[src/rtl/vga_dither_out.sv]
// VGA output stage: 8->4 bit per channel with 2x2 ordered dither, delay-matched syncs,
// active-resolution measurement, frame counting and sticky underflow status.
module vga_dither_out #(
  parameter int CNT_W   = 12,
  parameter int FRAME_W = 16
) (
  input  logic               clk,
  input  logic               reset,
  input  logic [23:0]        vid_data,
  input  logic               vid_datavalid,
  input  logic               vid_h_sync,
  input  logic               vid_v_sync,
  input  logic               vid_h,
  input  logic               vid_v,
  input  logic               vid_underflow,
  input  logic               dither_en,
  input  logic               clear_status,
  output logic [3:0]         vga_r,
  output logic [3:0]         vga_g,
  output logic [3:0]         vga_b,
  output logic               vga_hs,
  output logic               vga_vs,
  output logic [CNT_W-1:0]   meas_width,
  output logic [CNT_W-1:0]   meas_height,
  output logic               meas_valid,
  output logic [FRAME_W-1:0] frame_count,
  output logic               underflow_seen
);

  localparam logic [CNT_W-1:0]   CNT_MAX   = {CNT_W{1'b1}};
  localparam logic [CNT_W-1:0]   CNT_ZERO  = {CNT_W{1'b0}};
  localparam logic [CNT_W-1:0]   CNT_ONE   = {{(CNT_W-1){1'b0}}, 1'b1};
  localparam logic [FRAME_W-1:0] FRAME_ONE = {{(FRAME_W-1){1'b0}}, 1'b1};

  // Saturating 8->4 bit reduction of one channel with an additive dither offset.
  function automatic logic [3:0] dither_ch(input logic [7:0] c, input logic [3:0] d);
    logic [8:0] s;
    s = {1'b0, c} + {5'b00000, d};
    return s[8] ? 4'hF : s[7:4];
  endfunction

  // Stage-1 registers
  logic [23:0] data_r;
  logic        dv_r;
  logic        blank_r;
  logic        hs_r;
  logic        vs_r;
  logic        v_r;
  logic        den_r;
  logic        x_lsb_r;
  logic        y_lsb_r;

  // Measurement state
  logic [CNT_W-1:0]     pix_cnt_r;
  logic [CNT_W-1:0]     last_w_r;
  logic [CNT_W-1:0]     line_cnt_r;
  logic [2*CNT_W-1:0]   prev_pair_r;

  logic       fall_s;
  logic       frame_end_s;
  logic       frame_ok_s;
  logic       pix_on_s;
  logic [3:0] offset_s;

  // Edge detects and dither offset selection for the pixel held in stage 1.
  always_comb begin
    fall_s      = dv_r & ~vid_datavalid;
    frame_end_s = vid_v & ~v_r;
    frame_ok_s  = frame_end_s & (line_cnt_r != CNT_ZERO);
    // A stray datavalid during horizontal blanking must never reach the DAC.
    pix_on_s    = dv_r & ~blank_r;
    case ({y_lsb_r, x_lsb_r})
      2'b00:   offset_s = 4'd0;
      2'b01:   offset_s = 4'd8;
      2'b10:   offset_s = 4'd12;
      2'b11:   offset_s = 4'd4;
      default: offset_s = 4'd0;
    endcase
    if (!den_r) begin
      offset_s = 4'd0;
    end else begin
      offset_s = offset_s;
    end
  end

  // Stage 1: register the video inputs and track pixel/line parity.
  always_ff @(posedge clk or posedge reset) begin
    if (reset) begin
      data_r  <= 24'd0;
      dv_r    <= 1'b0;
      blank_r <= 1'b0;
      hs_r    <= 1'b0;
      vs_r    <= 1'b0;
      v_r     <= 1'b0;
      den_r   <= 1'b0;
      x_lsb_r <= 1'b0;
      y_lsb_r <= 1'b0;
    end else begin
      data_r  <= vid_data;
      dv_r    <= vid_datavalid;
      blank_r <= vid_h;
      hs_r    <= vid_h_sync;
      vs_r    <= vid_v_sync;
      v_r     <= vid_v;
      den_r   <= dither_en;
      if (vid_datavalid) begin
        x_lsb_r <= dv_r ? ~x_lsb_r : 1'b0;
      end else begin
        x_lsb_r <= 1'b0;
      end
      if (vid_v) begin
        y_lsb_r <= 1'b0;
      end else if (fall_s) begin
        y_lsb_r <= ~y_lsb_r;
      end else begin
        y_lsb_r <= y_lsb_r;
      end
    end
  end

  // Stage 2: dithered DAC data and delay-matched syncs.
  always_ff @(posedge clk or posedge reset) begin
    if (reset) begin
      vga_r  <= 4'd0;
      vga_g  <= 4'd0;
      vga_b  <= 4'd0;
      vga_hs <= 1'b0;
      vga_vs <= 1'b0;
    end else begin
      vga_hs <= hs_r;
      vga_vs <= vs_r;
      if (pix_on_s) begin
        vga_r <= dither_ch(data_r[23:16], offset_s);
        vga_g <= dither_ch(data_r[15:8], offset_s);
        vga_b <= dither_ch(data_r[7:0], offset_s);
      end else begin
        vga_r <= 4'd0;
        vga_g <= 4'd0;
        vga_b <= 4'd0;
      end
    end
  end

  // Line-width and line-count accumulation.
  always_ff @(posedge clk or posedge reset) begin
    if (reset) begin
      pix_cnt_r  <= CNT_ZERO;
      last_w_r   <= CNT_ZERO;
      line_cnt_r <= CNT_ZERO;
    end else begin
      if (fall_s) begin
        pix_cnt_r <= CNT_ZERO;
        last_w_r  <= pix_cnt_r;
      end else if (vid_datavalid && (pix_cnt_r != CNT_MAX)) begin
        pix_cnt_r <= pix_cnt_r + CNT_ONE;
      end else begin
        pix_cnt_r <= pix_cnt_r;
      end
      if (frame_end_s) begin
        line_cnt_r <= CNT_ZERO;
      end else if (fall_s && (line_cnt_r != CNT_MAX)) begin
        line_cnt_r <= line_cnt_r + CNT_ONE;
      end else begin
        line_cnt_r <= line_cnt_r;
      end
    end
  end

  // Frame-end capture of the measured resolution and its stability flag.
  always_ff @(posedge clk or posedge reset) begin
    if (reset) begin
      meas_width  <= CNT_ZERO;
      meas_height <= CNT_ZERO;
      meas_valid  <= 1'b0;
      prev_pair_r <= {(2*CNT_W){1'b0}};
    end else if (frame_ok_s) begin
      meas_width  <= last_w_r;
      meas_height <= line_cnt_r;
      meas_valid  <= ({last_w_r, line_cnt_r} == prev_pair_r);
      prev_pair_r <= {last_w_r, line_cnt_r};
    end else begin
      meas_width  <= meas_width;
      meas_height <= meas_height;
      meas_valid  <= meas_valid;
      prev_pair_r <= prev_pair_r;
    end
  end

  // Status: frame counter and sticky underflow; a frame end or underflow beats the clear.
  always_ff @(posedge clk or posedge reset) begin
    if (reset) begin
      frame_count    <= {FRAME_W{1'b0}};
      underflow_seen <= 1'b0;
    end else begin
      if (frame_ok_s) begin
        frame_count <= clear_status ? FRAME_ONE : frame_count + FRAME_ONE;
      end else if (clear_status) begin
        frame_count <= {FRAME_W{1'b0}};
      end else begin
        frame_count <= frame_count;
      end
      if (vid_underflow) begin
        underflow_seen <= 1'b1;
      end else if (clear_status) begin
        underflow_seen <= 1'b0;
      end else begin
        underflow_seen <= underflow_seen;
      end
    end
  end

endmodule

[config.mk]
export PLATFORM = sky130hd
export DESIGN_NAME = vga_dither_out
export DESIGN_NICKNAME = d
export VERILOG_FILES = /design/src/rtl/vga_dither_out.sv
export SDC_FILE = /design/constraint.sdc
export NUM_CORES = 1
export LEC_CHECK = 0
export CAP_MARGIN = 10
export CORE_MARGIN = 5
export CORE_UTILIZATION = 45
export CTS_CLUSTER_DIAMETER = 80
export DETAILED_ROUTE_END_ITERATION = 10
export PLACE_DENSITY = 0.69
export SYNTH_ARGS = -nofsm -noshare
export SYNTH_HDL_FRONTEND = slang
export SYNTH_SLANG_ARGS = --single-unit
[constraint.sdc]
create_clock -name clk -period 7.5 [get_ports clk]
set_input_delay 1.125 -clock clk [delete_from_list [all_inputs] [get_ports clk]]
set_output_delay 1.125 -clock clk [all_outputs]
set_load 0.1 [all_outputs]
==> run_results.csv <==
group,metric,value,unit
logic_synthesis,synth.area.top_cells,"dfrtp_1 (55%), nand2_1 (8.8%), xor2_1 (2.8%), a21oi_1 (2.4%), ha_1 (2.4%)",
drt,vias_per_cell,5.54,
logic_synthesis,synth_fa_ha_area_frac,0.0235,
final_layout,diodes,0,
clock_network,cts_sinks,118,
global_routing,grt_start_max_net_pins,71,
logic_synthesis,yosysWarnings,0,
logic_synthesis,synth_edf_count,0,
final_layout,syn2layout_area_growth,29.5,%
global_routing,grt_pass1_vias,4257,
drt,drt_pass1_iterations,4,
clock_network,cts_hold_buf,0,
hold_path,hold_class,"register to register",
timing,fmax,0.315,GHz
global_routing,grt_antenna_before_repair,0,
drt,drc_errors,0,
worst_setup_path,critical_path_class,"register to output pin",
logic_synthesis,yosysMostFrequentCell,"nand2_1",
logic_synthesis,ys_ff_latch,118,
global_routing,grt_pass1_wl,20.5,mm
die,fp.dieArea,14100,µm²
global_routing,grt_util_all_layers,0.180,
drt,avgRoutedWirePerCell,15.7,µm
clock_network,clk_pin_slew_worst_paths,0.05,ns
pwr,p_per_area,280,nW/µm²
die,die_w,119,µm
timing,fin_crit,3.17,ns
timing,maxSlewHeadroom,0.312,
worst_setup_path,crit_chain,"clkdlybuf4s50_1",
worst_setup_path,critPathRequiredTime,6.38,ns
final_layout,nets,657,
die,die_h,119,µm
worst_setup_path,cpPeakStageDelay,1.18,ns
clock_network,ctsLongestPathBuffers,2,
timing,min_period_over_period,0.423,
logic_synthesis,synth_xor_area_frac,0.0461,
timing,final.setup_skew,0.00694,ns
clock_network,cts_setup_buffers,0,
timing,worst_pin_slew,1.03,ns
outcome,status,"completed",
logic_synthesis,postSynthAreaPerCell,10.0,µm²
logic_synthesis,yosys.area.top_type_share,0.555,
timing,setup_viol,0,
logic_synthesis,seq_area_frac_synth,0.555,
place,post-dp-hpwl,8.14,mm
place,placed_cells,737,
place,place.gp.congestion,0.883,
clock_network,tritoncts,"done",
drt,routed_wirelength,12.1,mm
timing,rsz0062_at_grt,"no",
logic_synthesis,synth-simple-area-share,0.224,
logic_synthesis,syn_inst,532,
die,ios,90,
worst_setup_path,crit_path_start_kind,"register",
logic_synthesis,synthFlopType,"dfrtp_1",
clock_network,htreeDepth,4,
drt,vias,4255,
logic_synthesis,synth_top_family_by_area,"simple AND/OR/NAND/NOR gates",
logic_synthesis,async_flop_share,1.00,
timing,fin_tns_setup,0,ns
logic_synthesis,yosysTopAreaCell,"dfrtp_1",
worst_setup_path,path_delay_family,"buffers and inverters",
final_layout,drive_above_1_share,0.0720,
pwr,p_leak,3.11,nW
clock_network,clockRootBuffer,"clkbuf_16",
worst_setup_path,worst_ep_arrival_time,2.05,ns
timing,hold_viol,0,
worst_setup_path,worstPathMaxFanout,7,
logic_synthesis,ys_types,47,
clock_network,insertion_delay,0.42,ns
logic_synthesis,synth_commonest_cells,"nand2_1 (125), dfrtp_1 (118), a21oi_1 (25)",
clock_network,cts_buffers,17,
die,core,11500,µm²
run,maxCapViolations,0,
global_routing,overflow,0,
logic_synthesis,muxShareOfSynthArea,0.00212,
logic_synthesis,synthesis.nets,576,
drt,final_antenna_net_count,0,
place,portBuffers,83,
clock_network,ctsResizeCount,0,
worst_setup_path,slowest_stage,"clkdlybuf4s50_1",
worst_setup_path,critical_path_buf_inv_count,1,
final_layout,final_cells,768,
pwr,ir_worst_vdd,0.157,mV
logic_synthesis,synth_compound_area_frac,0.119,
die,num_rows,39,
die,start_util,0.462,
timing,finalMaxSlewViolations,0,
logic_synthesis,netlist_area,5320,µm²
worst_setup_path,cp-end-kind,"output pin",
drt,drt_iter0_drc,281,
==> path summary, 6_finish.rpt <==
path	startpoint	to	slack, ns	cells after the start
setup / recovery	frame_count[7]	frame_count[7]	4.33	1
hold / removal	vs_r	vga_vs	0.35	0
setup reg to reg	line_cnt_r[10]	frame_count[7]	4.83	5
hold reg to reg	vs_r	vga_vs	0.35	0
max in group asynchronous	reset	pix_cnt_r[0]	5.07	3
min in group asynchronous	reset	frame_count[14]	1.14	2
==> worst register-to-register path, stage by stage (launching register included) <==
cell	delay, ns
dfrtp_1	0.45
nor4_1	0.51
a41o_1	0.74
buf_4	0.46
nor3b_1	0.12
mux2_2	0.28
==> report_power, final <==
| group | leakage (nW) | switching, mW | total (mW) | internal (mW) |
|---|---|---|---|---|
| sequential | 1.56 | 0.0414 | 0.719 | 0.678 |
| clock | 0.296 | 0.288 | 0.882 | 0.594 |
| combinational | 1.25 | 0.244 | 0.333 | 0.0894 |
==> sequential cells by signal, indices dropped and copies added, names as in the netlist <==
signal,cells
data_r,18
frame_count,16
last_w_r,12
line_cnt_r,12
meas_width,12
pix_cnt_r,12
meas_height,11
vga_b,4
vga_g,4
vga_r,4
blank_r,1
den_r,1
dv_r,1
hs_r,1
meas_valid,1
prev_pair_r,1
underflow_seen,1
v_r,1
vga_hs,1
vga_vs,1
vs_r,1
x_lsb_r,1
y_lsb_r,1
==> through the flow <==
| step | power (mW) | setup WS, ns | hold slack (ns) | utilization | instance area, µm² |
|---|---|---|---|---|---|
| 5_1_grt | 2.01 | 4.23 | 0.367 | 0.599 | 6900 |
| 4_1_cts | 1.95 | 4.32 | 0.351 | 0.599 | 6900 |
| 3_3_place_gp | 1.06 | 3.99 | 0.335 | 0.543 | 6250 |
| 2_1_floorplan | 0.967 | 3.25 | 0.331 | - | 5320 |
| 6_report | 1.93 | 4.33 | 0.347 | 0.599 | 6900 |
| 3_5_place_dp | 1.06 | 3.96 | 0.339 | 0.543 | 6250 |
==> placed cells by master (no fill, tap or decap), types with 6 or more instances in the layout <==
cell type,count
nand4_1,11
and3_1,7
and4_1,8
xor2_1,17
or3_1,7
o21ai_0,17
xnor2_1,11
nor4_1,8
dfrtp_1,118
clkinvlp_4,6
ha_1,10
o31ai_1,12
clkbuf_16,17
clkdlybuf4s50_1,83
nand3_1,20
nor2b_1,8
inv_1,9
nor3_1,12
nand2_1,125
or4_1,13
a31oi_1,6
nor2_1,14
a21oi_1,25
==> area by class of cell <==
type                            instances  area [µm²]
Sequential cell                       118        2950
Multi-Input combinational cell        378        2210
Inverter                               10        40.0
Fill cell                             953        4620
Timing Repair Buffer                   88         868
Tap cell                              143         179
Clock buffer                           18         439
Clock inverter                         13         205
==> per-layer routing <==
metal  global-route usage  part of all wire  up-vias
li1                     -                 -     2069
met1                0.216              0.42     2063
met2                0.295              0.50      100
met3               0.0583             0.053       23
met4               0.0840             0.023        0
met5                    0                 0        -
==> kinds of logic (layout without fill, tap and decap cells) <==
logic type                 count (synthesis)  count (layout)
xor gates and xnor gates                  28              28
muxes                                      1               1
and+or+nand+nor                          245             245
adders and majority gates                 10              10
DFF                                      118             118
AOI/OAI and AO/OA                         94              94
buffers and inverters                     36             129
Note: power is estimated with default switching activity, not from simulation.
